File: config.mk
export PLATFORM = sky130hd
export DESIGN_NAME = stage_id_scoreboard
export DESIGN_NICKNAME = d
export VERILOG_FILES = /design/src/rtl/stage_id_scoreboard.sv
export SDC_FILE = /design/constraint.sdc
export NUM_CORES = 1
export LEC_CHECK = 0
export CORE_ASPECT_RATIO = 0.6
export CORE_MARGIN = 4
export CORE_UTILIZATION = 35
export CTS_CLUSTER_SIZE = 14
export DETAILED_ROUTE_END_ITERATION = 16
export GPL_ROUTABILITY_DRIVEN = 0
export HOLD_SLACK_MARGIN = 0.03
export SLEW_MARGIN = 20
export SYNTH_ARGS = -nofsm -noshare
export SYNTH_HDL_FRONTEND = slang
export SYNTH_SLANG_ARGS = --single-unit
File: constraint.sdc
create_clock -name clk -period 52.7 [get_ports clk]
set_input_delay 13.175 -clock clk [delete_from_list [all_inputs] [get_ports clk]]
set_output_delay 13.175 -clock clk [all_outputs]
set_load 0.02 [all_outputs]
File: src/rtl/stage_id_scoreboard.sv
// stage_id_scoreboard
// ID-stage hazard scoreboard for long-latency writers (load, mul/div, FP).
// A register becomes pending when a long op writing it is accepted, and it
// stays pending until one of the NUM_WB writeback channels retires it.
// The ID stage stalls on a RAW or WAW hit against a pending register, or
// when a new long op would exceed the outstanding-op limit.
// A saturating counter records how many cycles the stage spent stalled.

module stage_id_scoreboard #(
  parameter  int REG_NUM         = 32,
  parameter  int NUM_WB          = 2,
  parameter  int MAX_OUTSTANDING = 8,
  parameter  int WB_BYPASS       = 1,
  parameter  int CNT_WIDTH       = 32,
  parameter  int ZERO_REG        = 1,
  localparam int AW              = $clog2(REG_NUM),
  localparam int CW              = $clog2(MAX_OUTSTANDING + 1)
) (
  input  logic                   clk,
  input  logic                   rst,
  input  logic                   issue_valid,
  input  logic                   issue_long,
  input  logic                   has_rs1,
  input  logic                   has_rs2,
  input  logic                   has_rs3,
  input  logic [AW-1:0]          rs1_addr,
  input  logic [AW-1:0]          rs2_addr,
  input  logic [AW-1:0]          rs3_addr,
  input  logic [AW-1:0]          rd_addr,
  input  logic [NUM_WB-1:0]      wb_valid,
  input  logic [NUM_WB*AW-1:0]   wb_rd,
  input  logic                   flush,
  output logic                   stall,
  output logic [CW-1:0]          pending_count,
  output logic [CNT_WIDTH-1:0]   stall_cycles
);

  localparam logic [CW-1:0] MAX_CNT = CW'(MAX_OUTSTANDING);

  // Architectural state.
  logic [REG_NUM-1:0]   pending_q;
  logic [REG_NUM-1:0]   pending_d;
  logic [CW-1:0]        pending_count_q;
  logic [CW-1:0]        pending_count_d;
  logic [CNT_WIDTH-1:0] stall_cycles_q;
  logic [CNT_WIDTH-1:0] stall_cycles_d;

  // Per-cycle decode.
  logic [REG_NUM-1:0]   clr;
  logic [REG_NUM-1:0]   peff;
  logic [CW-1:0]        cleared_cnt;
  logic [CW-1:0]        count_after_clr;
  logic                 rd_trackable;
  logic                 raw_hit;
  logic                 waw_hit;
  logic                 cap_hit;
  logic                 stall_int;
  logic                 accept;
  logic                 set_new;

  // An index can be tracked if it names a real register and is not the
  // hardwired zero register.
  function automatic logic reg_trackable(input logic [AW-1:0] addr);
    logic ok;
    ok = (int'(addr) < REG_NUM);
    if ((ZERO_REG != 0) && (addr == '0)) begin
      ok = 1'b0;
    end
    return ok;
  endfunction

  // Look up one bit of a per-register vector, treating untrackable indices
  // as never pending.
  function automatic logic vec_hit(input logic [REG_NUM-1:0] vec,
                                   input logic [AW-1:0]      addr);
    logic hit;
    hit = 1'b0;
    if (reg_trackable(addr)) begin
      hit = vec[addr];
    end
    return hit;
  endfunction

  // Decode the writeback channels into a per-register clear vector; several
  // channels naming the same register collapse into a single clear.
  always_comb begin
    clr = '0;
    for (int r = 0; r < REG_NUM; r++) begin
      for (int ch = 0; ch < NUM_WB; ch++) begin
        if (wb_valid[ch] && (wb_rd[ch*AW +: AW] == AW'(r))) begin
          clr[r] = 1'b1;
        end
      end
    end
  end

  // Effective pending view used by the hazard checks; with bypass a
  // same-cycle writeback already hides the register.
  always_comb begin
    peff = pending_q;
    if (WB_BYPASS != 0) begin
      peff = pending_q & ~clr;
    end
  end

  // Count how many currently pending registers retire this cycle, so the
  // capacity check sees the occupancy left after writebacks.
  always_comb begin
    cleared_cnt = '0;
    for (int r = 0; r < REG_NUM; r++) begin
      if (pending_q[r] && clr[r]) begin
        cleared_cnt = cleared_cnt + CW'(1);
      end
    end
    count_after_clr = pending_count_q - cleared_cnt;
  end

  // Hazard detection and the combinational stall decision.
  always_comb begin
    rd_trackable = reg_trackable(rd_addr);
    raw_hit      = (has_rs1 && vec_hit(peff, rs1_addr)) ||
                   (has_rs2 && vec_hit(peff, rs2_addr)) ||
                   (has_rs3 && vec_hit(peff, rs3_addr));
    waw_hit      = issue_long && vec_hit(peff, rd_addr);
    cap_hit      = issue_long && rd_trackable && (count_after_clr == MAX_CNT);
    stall_int    = issue_valid && (raw_hit || waw_hit || cap_hit);
    accept       = issue_valid && !stall_int && !flush;
    set_new      = accept && issue_long && rd_trackable;
  end

  // Next pending vector: retire cleared registers, then record the newly
  // accepted destination (a set beats a same-cycle clear); flush wipes all.
  always_comb begin
    pending_d = pending_q & ~clr;
    if (set_new) begin
      pending_d[rd_addr] = 1'b1;
    end
    if (flush) begin
      pending_d = '0;
    end
  end

  // Occupancy tracked incrementally. A set can only land on a register that
  // is not still pending after clears (the WAW check guarantees it), so it
  // always adds exactly one, and the capacity check keeps the sum in range.
  always_comb begin
    pending_count_d = count_after_clr;
    if (set_new) begin
      pending_count_d = count_after_clr + CW'(1);
    end
    if (flush) begin
      pending_count_d = '0;
    end
  end

  // Saturating stall-cycle counter; flush deliberately leaves it alone.
  always_comb begin
    stall_cycles_d = stall_cycles_q;
    if (stall_int && (stall_cycles_q != {CNT_WIDTH{1'b1}})) begin
      stall_cycles_d = stall_cycles_q + CNT_WIDTH'(1);
    end
  end

  // State registers with asynchronous reset dropping all tracking.
  always_ff @(posedge clk or posedge rst) begin
    if (rst) begin
      pending_q       <= '0;
      pending_count_q <= '0;
      stall_cycles_q  <= '0;
    end else begin
      pending_q       <= pending_d;
      pending_count_q <= pending_count_d;
      stall_cycles_q  <= stall_cycles_d;
    end
  end

  assign stall         = stall_int;
  assign pending_count = pending_count_q;
  assign stall_cycles  = stall_cycles_q;

endmodule

==> flow_summary.yaml, run 1 <==
placed_design:
  io_buffers: 76
  hpwl_um: 21600
  dp_slack_ns: 2.09
  placed_area_sq_um: 9730
  dp.cells: 1368
timing:
  setup-violations-final: 0
  clock_skew_ns: 0.00567
  tns_ns: 0
  worst_slack_ns: 2.17
  tightest_slew_ns: 1.06
  fmax_mhz: 19.8
  layout_min_cycle_time_ns: 50.53
  hold_viol_final: 0
  whs_ns: 0.494
  slew_headroom_pct: 29.1
  slew_viol_final: 0
  grt_setup_unrepaired: "false"
  period_share_pct: 95.9
grt:
  grt_pass1_vias: 7416
  grt_max_degree: 69
  antenna_found_initial: 2
  overflow: 0
  grt_pass1_wl_um: 42600
  track_usage_pct: 19.3
finish:
  drive_gt1_share_pct: 9.43
  area_growth_pct: 14.5
  design_area_sq_um: 10000
  nets: 1135
  fin_cells: 1385
floorplan:
  io_pins: 77
  die_h_um: 131
  core-area_sq_um: 24400
  std_cell_rows: 44
  die_area_sq_um: 27700
  die_x_um: 212
  start_util_pct: 36.0
clocking:
  cts_hold_buf: 0
  cts_tree: "yes"
  insertion_delay_ns: 0.34
  root_buffer: "clkbuf_16"
  cts_buffers: 9
  clk_pin_slew_ns: 0.06
  cts-htree-levels: 3
  cts.path.max_buffers: 2
  cts.sinks: 68
synth:
  synthTopCellsByArea: "dfrtp_1 19%, mux4_2 8.5%, xnor2_1 8.2%"
  synth.most_common_cell: "nand2_1"
  synth_edf_count: 0
  synth_common_cells: "116 x nand2_1, 82 x xnor2_1, 68 x dfrtp_1, 68 x nor2_1, 52 x nand3_1"
  synthFlopType: "dfrtp_1"
  syn_avg_cell_area_sq_um: 8.56
  ys_ff_latch: 68
  synth_top_cell_by_area: "dfrtp_1"
  yosys_warnings: 0
  seq_area_frac_synth_pct: 19.4
  synthesis.nets: 1102
  syn_inst: 1024
  yosysUniqueCellTypes: 95
  async_flop_share_pct: 100
  synth_top_area_share_pct: 19.4
  synth_area_sq_um: 8770
routing:
  drc: 0
  vias: 8328
  wl_per_cell_um: 19.4
  antenna_left: 0
  vias_per_cell: 6.01
  totalWireLength_um: 26900
  drt_iter0_drc: 712
  drtPass1Iterations: 5
power_and_ir_drop:
  p_clk_share_pct: 40.8
  p_switching_uw: 42.3
  p_sw_share_pct: 29.1
  p_int_uw: 103
  vdd_drop_max_uv: 12.7
  p_leak_uw: 0.00382
  comb_power_share_pct: 20.1
  seq_power_share_pct: 39.0
  p_per_area_nw_per_um2: 14.5
critical_path:
  cp.required_ns: 39.52
  end_kind: "output port"
  critical_path_peak_fanout: 32
  slowest_delay_ns: 0.73
  crit_top_cell: "ha_1"
  cp.arrival_ns: 37.36
  worstSetupStartpointType: "input pin"
  path_class: "in2out"
  cp_slowest_cell: "or4b_4"
flow_run:
  cap_violations: 0
outcome:
  status: "finished clean"
hold_path:
  hp-class: "reg2reg"
-- flip-flops by register name (all words and copies together), names as in the netlist --
| register | cells |
|---|---|
| pending_count | 4 |
| pending_q | 32 |
| stall_cycles | 32 |
-- path summary, 6_finish.rpt --
kind	endpoint	slack, ns	from	cells past startpoint
setup / recovery	stall	2.17	wb_rd[6]	116
min in group asynchronous	pending_q[0]	13.43	rst	3
max in group asynchronous	stall_cycles[20]	38.67	rst	3
hold / removal	stall_cycles[16]	0.49	stall_cycles[16]	1
setup reg to reg	stall_cycles[1]	29.53	pending_q[2]	114
hold reg to reg	stall_cycles[16]	0.49	stall_cycles[16]	1
-- power by group through the flow --
stage / logic, uW / clock network, uW / registers, uW
global placement: 28.8 / 0 / 57.5
detailed placement: 28.9 / 0 / 57.6
global route: 31.6 / 63.3 / 57.0
floorplan: 15.2 / 0 / 59.4
CTS: 29.0 / 60.7 / 56.7
finish: 29.3 / 59.4 / 56.7
-- layout make-up --
type                            count  area (sq um)
Fill cell                        2483         14300
Tap cell                          322           403
Inverter                           50           188
Clock inverter                      1          5.00
Sequential cell                    68          1700
Timing Repair Buffer               87           848
Antenna cell                        2          5.00
Multi-Input combinational cell    841          6610
Clock buffer                       14           284
-- what timing repair did --
action                     CTS  global route
setup buffers                0             0
setup endpoints to repair    0             1
resized for setup            0             6
-- cells in the final DEF (no fill, tap or decap), types with 10 or more instances in the layout --
cell type,Yosys,layout
xnor2_1,82,82
nand4b_1,10,10
o22ai_1,30,30
nor2_1,68,68
nand4_1,23,23
dfrtp_1,68,68
xor2_1,24,24
mux2i_1,14,14
ha_1,37,37
mux4_2,33,33
clkdlybuf4s50_1,0,74
and2_1,15,15
nand2_1,116,116
buf_4,2,11
a21oi_1,46,46
nor3_1,24,24
and3_1,19,19
o221ai_1,18,18
nor3b_1,11,11
inv_1,49,48
o21ai_0,17,17
nand3_1,52,52
-- cells by family after synthesis --
logic type | synth area share [%]
mux | 10.3
xor+xnor | 15.7
buf+inv | 5.45
simple gates | 25.5
fa+ha+maj | 5.51
compound gates | 18.1
flops | 19.4
-- through the flow --
stage / util, % / power (uW)
2_1_floorplan: - / 74.6
3_3_place_gp: 39.9 / 86.3
3_5_place_dp: 39.9 / 86.5
4_1_cts: 41.1 / 146
5_1_grt: 41.2 / 152
6_report: 41.2 / 145
-- per-layer routing --
layer / global-route usage, % / vias to the layer above / wire length, um
li1: - / 3917 / -
met1: 32.1 / 4063 / 13800
met2: 24.7 / 335 / 10400
met3: 4.94 / 13 / 2500
met4: 2.38 / 0 / 173
met5: 0 / - / 0
-- worst max-delay path: cells and delay by family --
family / cells / cell delay, ns
buffers and inverters: 12 / 2.50
multiplexers: 3 / 0.73
AND/OR/NAND/NOR: 33 / 4.85
adder cells (fa/ha/maj): 31 / 9.24
AO/OA/AOI/OAI: 34 / 6.19
XOR/XNOR: 3 / 0.63
(Power assumes the default switching activity.)
==> run 2, diff against run 1 <==
--- a/config.mk
+++ b/config.mk
@@ -5,6 +5,7 @@
 export SDC_FILE = /design/constraint.sdc
 export NUM_CORES = 1
 export LEC_CHECK = 0
+export CAP_MARGIN = 20
 export CORE_ASPECT_RATIO = 0.6
 export CORE_MARGIN = 4
 export CORE_UTILIZATION = 35
==> results of run 2 <==
No change in the layout: final DEF, timing and power equal those of run 1.
==> run 3, diff against run 2 <==
--- a/config.mk
+++ b/config.mk
@@ -8,11 +8,13 @@
 export CAP_MARGIN = 20
 export CORE_ASPECT_RATIO = 0.6
 export CORE_MARGIN = 4
-export CORE_UTILIZATION = 35
+export CORE_UTILIZATION = 54
 export CTS_CLUSTER_SIZE = 14
 export DETAILED_ROUTE_END_ITERATION = 16
 export GPL_ROUTABILITY_DRIVEN = 0
 export HOLD_SLACK_MARGIN = 0.03
+export PLACE_DENSITY = 0.75
+export SKIP_LAST_GASP = 1
 export SLEW_MARGIN = 20
 export SYNTH_ARGS = -nofsm -noshare
 export SYNTH_HDL_FRONTEND = slang
==> run 3 against run 2 <==
  * Core utilization up 22 points
  * Combinational power down 2%
  * Routed wire length down 5.0%
  * Flip-flop and latch count unchanged
  * Largest power group is now sequential cells
==> flow_summary.yaml, run 3 (same netlist as run 1, synthesis figures left out) <==
timing:
  slew_headroom_pct: 27.0
  grt_setup_unrepaired: "false"
  tns_ns: 0
  whs_ns: 0.489
  slew_viol_final: 0
  layout_min_cycle_time_ns: 50.76
  fmax_mhz: 19.7
  tightest_slew_ns: 1.09
  clock_skew_ns: 0.00930
  setup-violations-final: 0
  hold_viol_final: 0
  period_share_pct: 96.3
placed_design:
  io_buffers: 76
  placed_area_sq_um: 9550
  hpwl_um: 19800
power_and_ir_drop:
  p_switching_uw: 40.8
  seq_power_share_pct: 40.1
  p_per_area_nw_per_um2: 14.4
  p_clk_share_pct: 39.6
  p_int_uw: 100
  vdd_drop_max_uv: 19.4
  p_leak_uw: 0.00377
  p_sw_share_pct: 28.9
  comb_power_share_pct: 20.4
clocking:
  cts-htree-levels: 3
  cts_buffers: 9
  cts.sinks: 68
  cts_tree: "yes"
  clk_pin_slew_ns: 0.05
  cts_hold_buf: 0
  cts.path.max_buffers: 2
  root_buffer: "clkbuf_16"
  insertion_delay_ns: 0.33
critical_path:
  crit_top_cell: "ha_1"
  r2r_cells: 114
  critical_path_peak_fanout: 32
  slowest_delay_ns: 0.93
  end_kind: "output port"
  cp.required_ns: 39.52
  timing.rr.start: "pending_q[2]"
  cp_slowest_cell: "clkdlybuf4s50_1"
  cp.arrival_ns: 37.58
  r2r_slack_ns: 29.25
  path_class: "in2out"
  worstReg2RegEnd: "pending_q[2]"
  worstSetupStartpointType: "input pin"
floorplan:
  start_util_pct: 56.1
  die_area_sq_um: 18400
  std_cell_rows: 35
  die_h_um: 107
  die_x_um: 173
  core-area_sq_um: 15600
  io_pins: 77
finish:
  multiInputGateArea_sq_um: 6600
  design_area_sq_um: 9830
  area_growth_pct: 12.1
  antenna_cells_inserted: 0
  final-seq-area_sq_um: 1700
  drive_gt1_share_pct: 8.70
  layout_common_cells: "116 x nand2_1, 82 x xnor2_1, 75 x clkdlybuf4s50_1, 68 x nor2_1, 68 x dfrtp_1"
  mostFrequentLayoutCell: "nand2_1"
  fill_cells: 1336
  nets: 1131
routing:
  drc: 0
  drtPass1Iterations: 5
  wl_per_cell_um: 20.3
  vias_per_cell: 6.71
  vias: 8451
  drt_iter0_drc: 1002
  totalWireLength_um: 25500
  antenna_left: 0
grt:
  overflow: 0
  track_usage_pct: 26.8
  grt_pass1_vias: 7256
  grt_pass1_wl_um: 40300
  antenna_found_initial: 0
  grt_max_degree: 69
hold_path:
  min_from: "stall_cycles[20]"
  worstHoldPathCells: 1
  hp-class: "reg2reg"
  hold_end: "stall_cycles[20]"
flow_run:
  cap_violations: 0
outcome:
  status: "finished clean"
[run 3: cell count changes in the layout (fill, tap and decap cells not counted), moves of 2 or more]
cell      before  now
or4b_4         2    0
or4b_1         1    3
diode_2        2    0
buf_4         11    7
clkbuf_8       4    2
clkbuf_1       1    3
[run 3: through the flow]
stage / std cells / setup slack (ns) / total power, uW / util, %
finish: 1260 / 1.94 / 141 / 62.9
global route: 1260 / 0.186 / 147 / 62.9
floorplan: 1024 / 6.12 / 74.6 / -
CTS: 1260 / 2.22 / 141 / 62.8
global placement: 1245 / 2.78 / 85.3 / 61.1
detailed placement: 1245 / 2.34 / 85.7 / 61.1
[run 3: how the worst max path moves through the flow]
stage	to	from
2_1_floorplan	stall	wb_rd[7]
3_3_place_gp	stall	wb_rd[0]
3_5_place_dp	stall	wb_rd[0]
4_1_cts	stall	wb_rd[0]
5_1_grt	stall	wb_rd[4]
6_report	stall	wb_rd[0]
[run 3: layout make-up]
| class | instances | share of cell area, % |
|---|---|---|
| timing repair buffer | 83 | 8.30 |
| multi-input combinational | 841 | 67.1 |
| inverter | 50 | 1.91 |
| clock inverter | 1 | 0.0764 |
| clock buffer | 14 | 2.69 |
| tap | 203 | 2.58 |
| sequential | 68 | 17.3 |
[run 3: per-layer routing]
| metal | vias up | wire [um] | global-route usage (%) |
|---|---|---|---|
| met3 | 15 | 2880 | 6.80 |
| met1 | 4084 | 12500 | 44.9 |
| met5 | - | 0 | 0 |
| li1 | 3898 | - | - |
| met4 | 0 | 131 | 2.68 |
| met2 | 454 | 10100 | 34.5 |
[run 3: critical path, delay by kind of cell]
kind,cells,cell delay (ns)
adder cells (fa/ha/maj),31,9.38
AO/OA/AOI/OAI,34,6.36
AND/OR/NAND/NOR,33,4.54
buffers and inverters,12,2.66
multiplexers,3,0.74
XOR/XNOR,3,0.65
[run 3: power by group through the flow]
stage	registers [uW]	clock network, uW	logic (uW)
final	56.6	55.9	28.8
after global placement	57.4	0	28.0
after detailed placement	57.5	0	28.3
after CTS	56.6	56.2	28.4
after global routing	57.0	58.8	30.9
after floorplan	59.4	0	15.2
[run 3: what timing repair did]
item	in CTS	in global routing
buffers inserted	0	0
setup endpoints to repair	0	1
gates resized for setup	0	3
